## src/rtl/jzjpcc_memory.sv

```systemverilog
// Memory-access stage of the jzjpcc pipeline: owns the M and W pipeline registers,
// drives the data RAM port and the 8-word MMIO window, and produces the writeback triple.
module jzjpcc_memory #(
  parameter int RAM_A_WIDTH = 12,
  parameter int PC_MAX_B    = RAM_A_WIDTH + 1
) (
  input  logic                   clock,
  input  logic                   reset,
  input  logic                   memRead_execute,
  input  logic                   memWrite_execute,
  input  logic [2:0]             memFunct3_execute,
  input  logic [31:0]            aluResult_execute,
  input  logic [31:0]            rs2_execute,
  input  logic [4:0]             rdAddr_execute,
  input  logic                   rdWriteEnable_execute,
  output logic [RAM_A_WIDTH-1:0] dataAddress,
  output logic                   dataWriteEnable,
  output logic [3:0]             dataByteEnable,
  output logic [31:0]            dataWriteData,
  input  logic [31:0]            dataReadData,
  input  logic [31:0]            mmioInputs [8],
  output logic [31:0]            mmioOutputs [8],
  output logic [4:0]             rdAddr_memory,
  output logic                   loadInFlight_memory,
  output logic [4:0]             rdAddr_writebackEnd,
  output logic [31:0]            rd_writebackEnd,
  output logic                   rdWriteEnable_writebackEnd
);

  logic        r_memReadM;
  logic        r_memWriteM;
  logic [2:0]  r_funct3M;
  logic [31:0] r_addrM;
  logic [31:0] r_rs2M;
  logic [4:0]  r_rdAddrM;
  logic        r_rdWeM;

  logic        r_memReadW;
  logic        r_isMmioW;
  logic [31:0] r_mmioDataW;
  logic [1:0]  r_offsetW;
  logic [2:0]  r_funct3W;
  logic [31:0] r_aluW;
  logic [4:0]  r_rdAddrW;
  logic        r_rdWeW;

  logic [31:0] r_mmioOut [8];

  logic        w_isMmio;
  logic [2:0]  w_mmioIndex;
  logic [31:0] w_loadWord;
  logic [7:0]  w_loadByte;
  logic [15:0] w_loadHalf;
  logic [31:0] w_loadResult;

  assign w_isMmio    = &r_addrM[31:5];
  assign w_mmioIndex = r_addrM[4:2];

  always_ff @(posedge clock or posedge reset) begin
    if (reset) begin
      r_memReadM  <= 1'b0;
      r_memWriteM <= 1'b0;
      r_funct3M   <= 3'b000;
      r_addrM     <= 32'h0;
      r_rs2M      <= 32'h0;
      r_rdAddrM   <= 5'd0;
      r_rdWeM     <= 1'b0;
    end else begin
      r_memReadM  <= memRead_execute;
      r_memWriteM <= memWrite_execute;
      r_funct3M   <= memFunct3_execute;
      r_addrM     <= aluResult_execute;
      r_rs2M      <= rs2_execute;
      r_rdAddrM   <= rdAddr_execute;
      r_rdWeM     <= rdWriteEnable_execute;
    end
  end

  // The async clear also discards a store sitting in M, so it never reaches mmioOutputs.
  always_ff @(posedge clock or posedge reset) begin
    if (reset) begin
      for (int i = 0; i < 8; i++) r_mmioOut[i] <= 32'h0;
    end else if (r_memWriteM && w_isMmio) begin
      r_mmioOut[w_mmioIndex] <= r_rs2M;
    end
  end

  always_ff @(posedge clock or posedge reset) begin
    if (reset) begin
      r_memReadW  <= 1'b0;
      r_isMmioW   <= 1'b0;
      r_mmioDataW <= 32'h0;
      r_offsetW   <= 2'b00;
      r_funct3W   <= 3'b000;
      r_aluW      <= 32'h0;
      r_rdAddrW   <= 5'd0;
      r_rdWeW     <= 1'b0;
    end else begin
      r_memReadW  <= r_memReadM;
      r_isMmioW   <= w_isMmio;
      r_mmioDataW <= mmioInputs[w_mmioIndex];
      r_offsetW   <= r_addrM[1:0];
      r_funct3W   <= r_funct3M;
      r_aluW      <= r_addrM;
      r_rdAddrW   <= r_rdAddrM;
      r_rdWeW     <= r_rdWeM && !r_memWriteM && (r_rdAddrM != 5'd0);
    end
  end

  always_comb begin
    dataWriteEnable = r_memWriteM && !w_isMmio;
    dataByteEnable  = 4'b0000;
    dataWriteData   = r_rs2M;
    case (r_funct3M[1:0])
      2'b00: begin
        dataByteEnable = 4'b0001 << r_addrM[1:0];
        dataWriteData  = {4{r_rs2M[7:0]}};
      end
      2'b01: begin
        dataByteEnable = 4'b0011 << {r_addrM[1], 1'b0};
        dataWriteData  = {2{r_rs2M[15:0]}};
      end
      default: dataByteEnable = 4'b1111;
    endcase
    if (!dataWriteEnable) dataByteEnable = 4'b0000;
  end

  // Sub-word extraction aligns down: bytes use both offset bits, halfwords only bit 1.
  always_comb begin
    w_loadWord = r_isMmioW ? r_mmioDataW : dataReadData;
    case (r_offsetW)
      2'b00:   w_loadByte = w_loadWord[7:0];
      2'b01:   w_loadByte = w_loadWord[15:8];
      2'b10:   w_loadByte = w_loadWord[23:16];
      default: w_loadByte = w_loadWord[31:24];
    endcase
    w_loadHalf = r_offsetW[1] ? w_loadWord[31:16] : w_loadWord[15:0];
    case (r_funct3W)
      3'b000:  w_loadResult = {{24{w_loadByte[7]}}, w_loadByte};
      3'b001:  w_loadResult = {{16{w_loadHalf[15]}}, w_loadHalf};
      3'b100:  w_loadResult = {24'h0, w_loadByte};
      3'b101:  w_loadResult = {16'h0, w_loadHalf};
      default: w_loadResult = w_loadWord;
    endcase
  end

  assign dataAddress                = r_addrM[PC_MAX_B:2];
  assign mmioOutputs                = r_mmioOut;
  assign rdAddr_memory              = r_rdAddrM;
  assign loadInFlight_memory        = r_memReadM;
  assign rdAddr_writebackEnd        = r_rdAddrW;
  assign rd_writebackEnd            = r_memReadW ? w_loadResult : r_aluW;
  assign rdWriteEnable_writebackEnd = r_rdWeW;

endmodule

```

## config.mk

```make
export PLATFORM = sky130hd
export DESIGN_NAME = jzjpcc_memory
export DESIGN_NICKNAME = d
export VERILOG_FILES = /design/src/rtl/jzjpcc_memory.sv
export SDC_FILE = /design/constraint.sdc
export NUM_CORES = 1
export LEC_CHECK = 0
export ABC_CLOCK_PERIOD_IN_PS = 16650
export CORE_AREA = 4 4 275 277
export DETAILED_ROUTE_END_ITERATION = 10
export DIE_AREA = 0 0 279 281
export MAX_ROUTING_LAYER = met4
export PLACE_DENSITY = 0.55
export SLEW_MARGIN = 20
export SYNTH_ARGS = -nofsm -noshare
export SYNTH_HDL_FRONTEND = slang
export SYNTH_SLANG_ARGS = --single-unit
```

## constraint.sdc

```tcl
create_clock -name clock -period 16.65 [get_ports clock]
set_input_delay 3.33 -clock clock [delete_from_list [all_inputs] [get_ports clock]]
set_output_delay 3.33 -clock clock [all_outputs]
set_load 0.01 [all_outputs]
```

==> metrics, run 1 <==
Cell Chain, Critical Path clkdlybuf4s50_1 > mux4_2 > mux2_2 > a31oi_1 > a21oi_1 > clkdlybuf4s50_1; Final Max Tran Viols 0; crit path kind in2out; fraction of layout cells with a size suffix above 1 24.23%; num ports slightly above 700; number of vias in the routed layout 13.40k; TritonCTS clock tree built; FMAX ~110 MHz; Mapped Cells 1,204; worst skew pair latency 580 ps; CTS Hold Bufs 0; Worst Hold Class reg2reg; final worst-path cycle share between 50% and 60%; largest net degree at the start of global routing approximately 160; Most Frequent Cell on Critical Path clkdlybuf4s50_1; Wirelength per Cell 27.61 um; Power Density 90.33 nW/um2; relative slew slack approximately a quarter; number of vias per cell 4.633; synthesized cell area approximately 17,000 um2; Sink Count 406; full die area 78,400 um2; synthesis-stage register bit count 406; Starting Density 23.43%; Req. time, crit path 13,320 ps; Pleak 11.67 nW; gpl congestion 0.9921; Port Buffers 713; Synth Warn # 0; GRT Total Usage 20.23%; initial antenna violation count 12; Detailed Route WL 79,870 um; number of max-cap violations 0; Final nets 2,249; DRC 0; DR pass1 iterations 5; Startpoint Class input pin; Arrival @ worst endpoint 6000 ps; Core Box Area approximately 73,000 um2; commonest non-fill, non-tap cell in the layout clkdlybuf4s50_1; WHS 355.7 ps; multi-input logic area 6366 um2; synth unique cells 41; CTS buffer count 47; H-Tree Depth 2; crit-path max FO 7; FF+latch area 10,160 um2; area grow syn2layout 57.20%; sum of negative setup slack 0 ps; setup violators final 0; Post-CTS Repair Setup Buffers 0; Crit path max-delay family buffers and inverters; Die W 279 um; post-layout minimum cycle time 9327 ps; CP max stage delay 650 ps; CTS Buffer Depth 3; actual slew at the worst max-slew pin around 1100 ps; Area contributors post-synth dfrtp_1 (60%), mux2_2 (21%), mux4_2 (4.2%), nand2_1 (1.3%), mux2i_1 (1.2%); CP max-delay cell a31oi_1; Fill cells about 7.1k; clock-pin slew on the worst setup and hold paths 60 ps; HPWL Detailed 60,410 um; Congestion Overflow GR 0; root buf cell clkbuf_16; WP buf/inv 2; status finished, final reports clean; Yosys top cell area share 59.53%; Die Y ~280 um; 1st-iter DRT viols 685; Synth Area per Inst 14.18 um2; CTS resizes 0; Post-synth ARST share 100.0%; Post-synth EDFFs 0; CP Capture Type primary output; Core Rows 99; Worst VDD drop 82.33 uV; final hold vios 0; Detail Route Antenna Nets 0; commonest non-fill, non-tap cells in the layout clkdlybuf4s50_1 (713), dfrtp_1 (402), mux2_2 (314); RSZ-0062 raised after global routing no; Worst Skew approximately 17 ps; Net Count, Synth 1,569; prevailing post-synth register cell dfrtp_1; sequential element share of the synthesized area 59.53%; Synth area leader dfrtp_1; vias in the first global route 14.67k; global-route wire length before repair 111,600 um
## cell type report
type,count,area share [%]
diodes,11,0.1026
clock buffers,60,4.864
multi-input cells,681,23.73
clock inverters,28,1.404
inverters,9,0.1539
flip-flops and latches,406,37.89
repair buffers,739,27.39
well taps,959,4.472
## state kept, by name (all words and copies together), names as in the netlist, 3 cells and up
signal and count:
r_funct3W 3, r_aluW 32, rdAddr_writebackEnd 5, r_addrM 32, r_funct3M 3, r_rs2M 32, r_mmioDataW 32, rdAddr_memory 5
mmioOutputs 256
## worst register-to-register path: stages (launching register included)
cell and delay, ps:
dfrtp_2 520, buf_4 600, nor2b_1 700, and2_0 910
a22oi_1 330, o211ai_1 180
## synth_stat cells (9+ instances only)
| cell | count |
|---|---|
| a21oi_1 | 40 |
| buf_4 | 20 |
| a22oi_1 | 25 |
| nor2_1 | 32 |
| o22ai_1 | 23 |
| mux2_2 | 314 |
| nand4_1 | 14 |
| o21ai_0 | 20 |
| mux2i_1 | 21 |
| a221o_1 | 15 |
| a221oi_1 | 22 |
| dfrtp_1 | 406 |
| nand2_1 | 60 |
| buf_2 | 35 |
| clkbuf_1 | 39 |
| a22o_1 | 9 |
| buf_1 | 14 |
| mux4_2 | 32 |
## kinds of logic (layout without fill, tap and decap cells)
group,Yosys count,in the layout,share of synthesized area [%]
muxes,367,367,26.17
DFF,406,406,59.53
AOI/OAI and AO/OA,175,175,7.265
other,0,11,0
buffers and inverters,117,836,3.270
and+or+nand+nor,139,139,3.768
## stage by stage
step           area (um2)  std cells  power (mW)  setup WS (ps)  utilization, %
6_report            26830       2893       2.424           7323           36.84
5_1_grt             26830       2893       2.515           7245           36.84
4_1_cts             26790       2882       2.460           7373           36.78
3_5_place_dp        25110       2794       1.336           7388           34.47
3_3_place_gp        25110       2794       1.335           7450           34.47
2_1_floorplan       17070       1204       1.145           2025               -
## layer usage
layer | vias up | global-route usage, % | routed length (um)
li1 | 5785 | - | -
met1 | 6902 | 21.56 | 29160
met2 | 608 | 35.31 | 40950
met3 | 109 | 6.396 | 6491
met4 | 0 | 7.577 | 3263
met5 | - | - | 0
## power by group
part / total [mW] / leakage [nW] / internal [mW] / switching (mW)
Combinational: 0.271 / 5.52 / 0.149 / 0.122
Clock: 1.11 / 0.826 / 0.669 / 0.438
Sequential: 1.05 / 5.33 / 1.01 / 0.0350
## worst paths after layout
kind                                  start                   to  slack, ps  depth (start not counted)
max                        dataReadData[31]  rd_writebackEnd[11]       7320                          6
min                            r_funct3M[2]         r_funct3W[2]        360                          0
max reg2reg                      r_addrM[3]       r_mmioDataW[9]      13310                          5
min reg2reg                    r_funct3M[2]         r_funct3W[2]        360                          0
max in group asynchronous             reset     mmioOutputs[133]      11410                          4
min in group asynchronous             reset          r_addrM[10]       3230                          2
Power figures use the tool's default switching activity.
==> run 2: changes to the inputs <==
--- a/config.mk
+++ b/config.mk
@@ -5,7 +5,7 @@
 export SDC_FILE = /design/constraint.sdc
 export NUM_CORES = 1
 export LEC_CHECK = 0
-export ABC_CLOCK_PERIOD_IN_PS = 16650
+export ABC_CLOCK_PERIOD_IN_PS = 9300
 export CORE_AREA = 4 4 275 277
 export DETAILED_ROUTE_END_ITERATION = 10
 export DIE_AREA = 0 0 279 281
==> constraint.sdc (replaced) <==
create_clock -name clock -period 9.3 [get_ports clock]
set_input_delay 1.86 -clock clock [delete_from_list [all_inputs] [get_ports clock]]
set_output_delay 1.86 -clock clock [all_outputs]
set_load 0.01 [all_outputs]
==> run 2 against run 1 <==
Register-to-register slack worse by 7100 ps. Die area unchanged. Sequential cell count unchanged. Core utilization down 0.13 points. Non-clock buffer count down 1. Global-route usage down 0.15 points. Clock-buffer cell count up 5. Combinational power up 75%. Clock skew up 18 ps. Setup slack worse by 4400 ps. Largest power group unchanged.
==> metrics, run 2 (synthesis results as in run 1) <==
H-Tree Depth 2 (unchanged); Congestion Overflow GR 0 (unchanged); Detailed Route WL 79,290 um (was 79,870 um); Final Max Tran Viols 0 (unchanged); full die area 78,400 um2 (unchanged); number of vias in the routed layout 13.48k (was 13.40k); Sink Count 406 (unchanged); Seq pwr share 44.3% (was 43.1%); post-route cell area 26,730 um2 (was 26,830 um2); DRC 0 (unchanged); clock-pin slew on the worst setup and hold paths 50 ps (was 60 ps); Post-CTS Repair Setup Buffers 0 (unchanged); root buf cell clkbuf_16 (unchanged); Core Rows 99 (unchanged); crit-path max FO 7 (unchanged); actual slew at the worst max-slew pin 1109 ps (was 1130 ps); CTS Buffer Depth 3 (unchanged); Worst Hold Class reg2reg (unchanged); Die Y 281 um (unchanged); HPWL Detailed 60,100 um (was 60,410 um); Worst VDD drop 134.5 uV (was 82.33 uV); Startpoint Class input pin (unchanged); worst skew pair latency 580 ps (about the same); Switching Fraction 24.30% (was 24.56%); CP Capture Type primary output (unchanged); CTS resizes 0 (unchanged); setup violators final 0 (unchanged); num ports 714 (unchanged); CTS buffer count 47 (unchanged); fin cells 2,890 (was 2,893); Req. time, crit path 7440 ps (was 13,320 ps); utilization after layout 36.71% (was 36.84%); GRT Total Usage 20.08% (was 20.23%); number of vias per cell 4.664 (was 4.633); final hold vios 0 (unchanged); status finished, final reports clean (unchanged); Power Internal 3.214 mW (was 1.828 mW); Pleak 11.62 nW (was 11.67 nW); crit path kind in2out (unchanged); Arrival @ worst endpoint 4520 ps (was 6000 ps); vias in the first global route 14.76k (was 14.67k); max FFs per register 256 (unchanged); Post-DP Area 25,110 um2 (about the same); initial antenna violation count 13 (was 12); CTS Hold Bufs 0 (unchanged); post-layout minimum cycle time roughly 6400 ps; RSZ-0062 raised after global routing no (unchanged); area grow syn2layout 56.64% (was 57.20%); commonest non-fill, non-tap cells in the layout clkdlybuf4s50_1 (713), dfrtp_1 (402), mux2_2 (314) (unchanged); Die W 279 um (unchanged); Detail Route Antenna Nets 0 (unchanged); Worst Skew 34.98 ps (was 17.02 ps); net switching power 1.032 mW (was 0.5953 mW); DR pass1 iterations 5 (unchanged); final worst-path cycle share between 60% and 70%; sum of negative setup slack 0 ps (unchanged); TritonCTS clock tree built (unchanged); Clk pwr share 44.5% (was 45.7%); Core Box Area 72,830 um2 (unchanged); Port Buffers 713 (unchanged); FMAX roughly 160 MHz; Wirelength per Cell 27.43 um (was 27.61 um); largest net degree at the start of global routing 148 (was 164); DP Cell Count 2,793 (was 2,794); fraction of layout cells with a size suffix above 1 23.67% (was 24.23%); combinational power share 11.1% (was 11.2%); gpl congestion 0.9810 (was 0.9921); Final nets 2,248 (was 2,249); commonest non-fill, non-tap cell in the layout clkdlybuf4s50_1 (unchanged); Starting Density 23.43% (unchanged); global-route wire length before repair 110,800 um (was 111,600 um); number of max-cap violations 0 (unchanged); 1st-iter DRT viols 812 (was 685); relative slew slack 26.03% (was 24.40%); Power Density 158.8 nW/um2 (was 90.33 nW/um2)
-- run 2: worst max-delay path, cell delays in order --
cell             delay [ps]
clkdlybuf4s50_1         510
mux4_2                  480
mux2_2                  330
a31oi_1                 640
a21oi_1                 170
clkdlybuf4s50_1         530
-- run 2: stage by stage --
stage | power [mW] | hold WS, ps | worst slack, ps
3_5_place_dp | 2.391 | 341.2 | 2959
5_1_grt | 4.421 | 371.9 | 2805
6_report | 4.246 | 364.1 | 2918
4_1_cts | 4.322 | 366.6 | 2948
2_1_floorplan | 2.051 | 331.2 | 1970
3_3_place_gp | 2.390 | 348.3 | 2975
-- run 2: power groups by stage --
stage	clock, mW	combinational, mW	sequential, mW
finish	1.89	0.473	1.88
global route	2.03	0.505	1.89
detailed placement	0	0.474	1.92
global placement	0	0.474	1.92
floorplan	0	0.189	1.86
CTS	1.96	0.479	1.88
-- run 2: layout make-up --
| class | instances | area, um2 |
|---|---|---|
| diodes | 13 | 32.53 |
| clock buffers | 65 | 1325 |
| clock inverters | 19 | 267.8 |
| fillers | 7052 | 46100 |
| inverters | 9 | 37.54 |
| multi-input cells | 681 | 6357 |
| flip-flops and latches | 406 | 10160 |
| well taps | 959 | 1200 |
| repair buffers | 738 | 7350 |
-- run 2: layer usage --
layer	global-route usage, %	part of all wire, %	routed length (um)	vias up
met4	7.395	4.2	3312	0
met5	-	0	0	-
met2	35.08	51	40370	653
li1	-	-	-	5778
met3	6.272	8.1	6457	117
met1	21.48	37	29140	6930
-- run 2: worst paths after layout --
path                                   from                  end  slack [ps]  cells past startpoint
hold reg to reg                r_funct3M[2]         r_funct3W[2]         360                      0
setup reg to reg                 r_addrM[3]     mmioOutputs[149]        6200                      5
max in group asynchronous             reset           r_rs2M[17]        5710                      4
min in group asynchronous             reset     rdAddr_memory[3]        1750                      2
setup / recovery           dataReadData[23]  rd_writebackEnd[12]        2920                      6
hold / removal                 r_funct3M[2]         r_funct3W[2]         360                      0
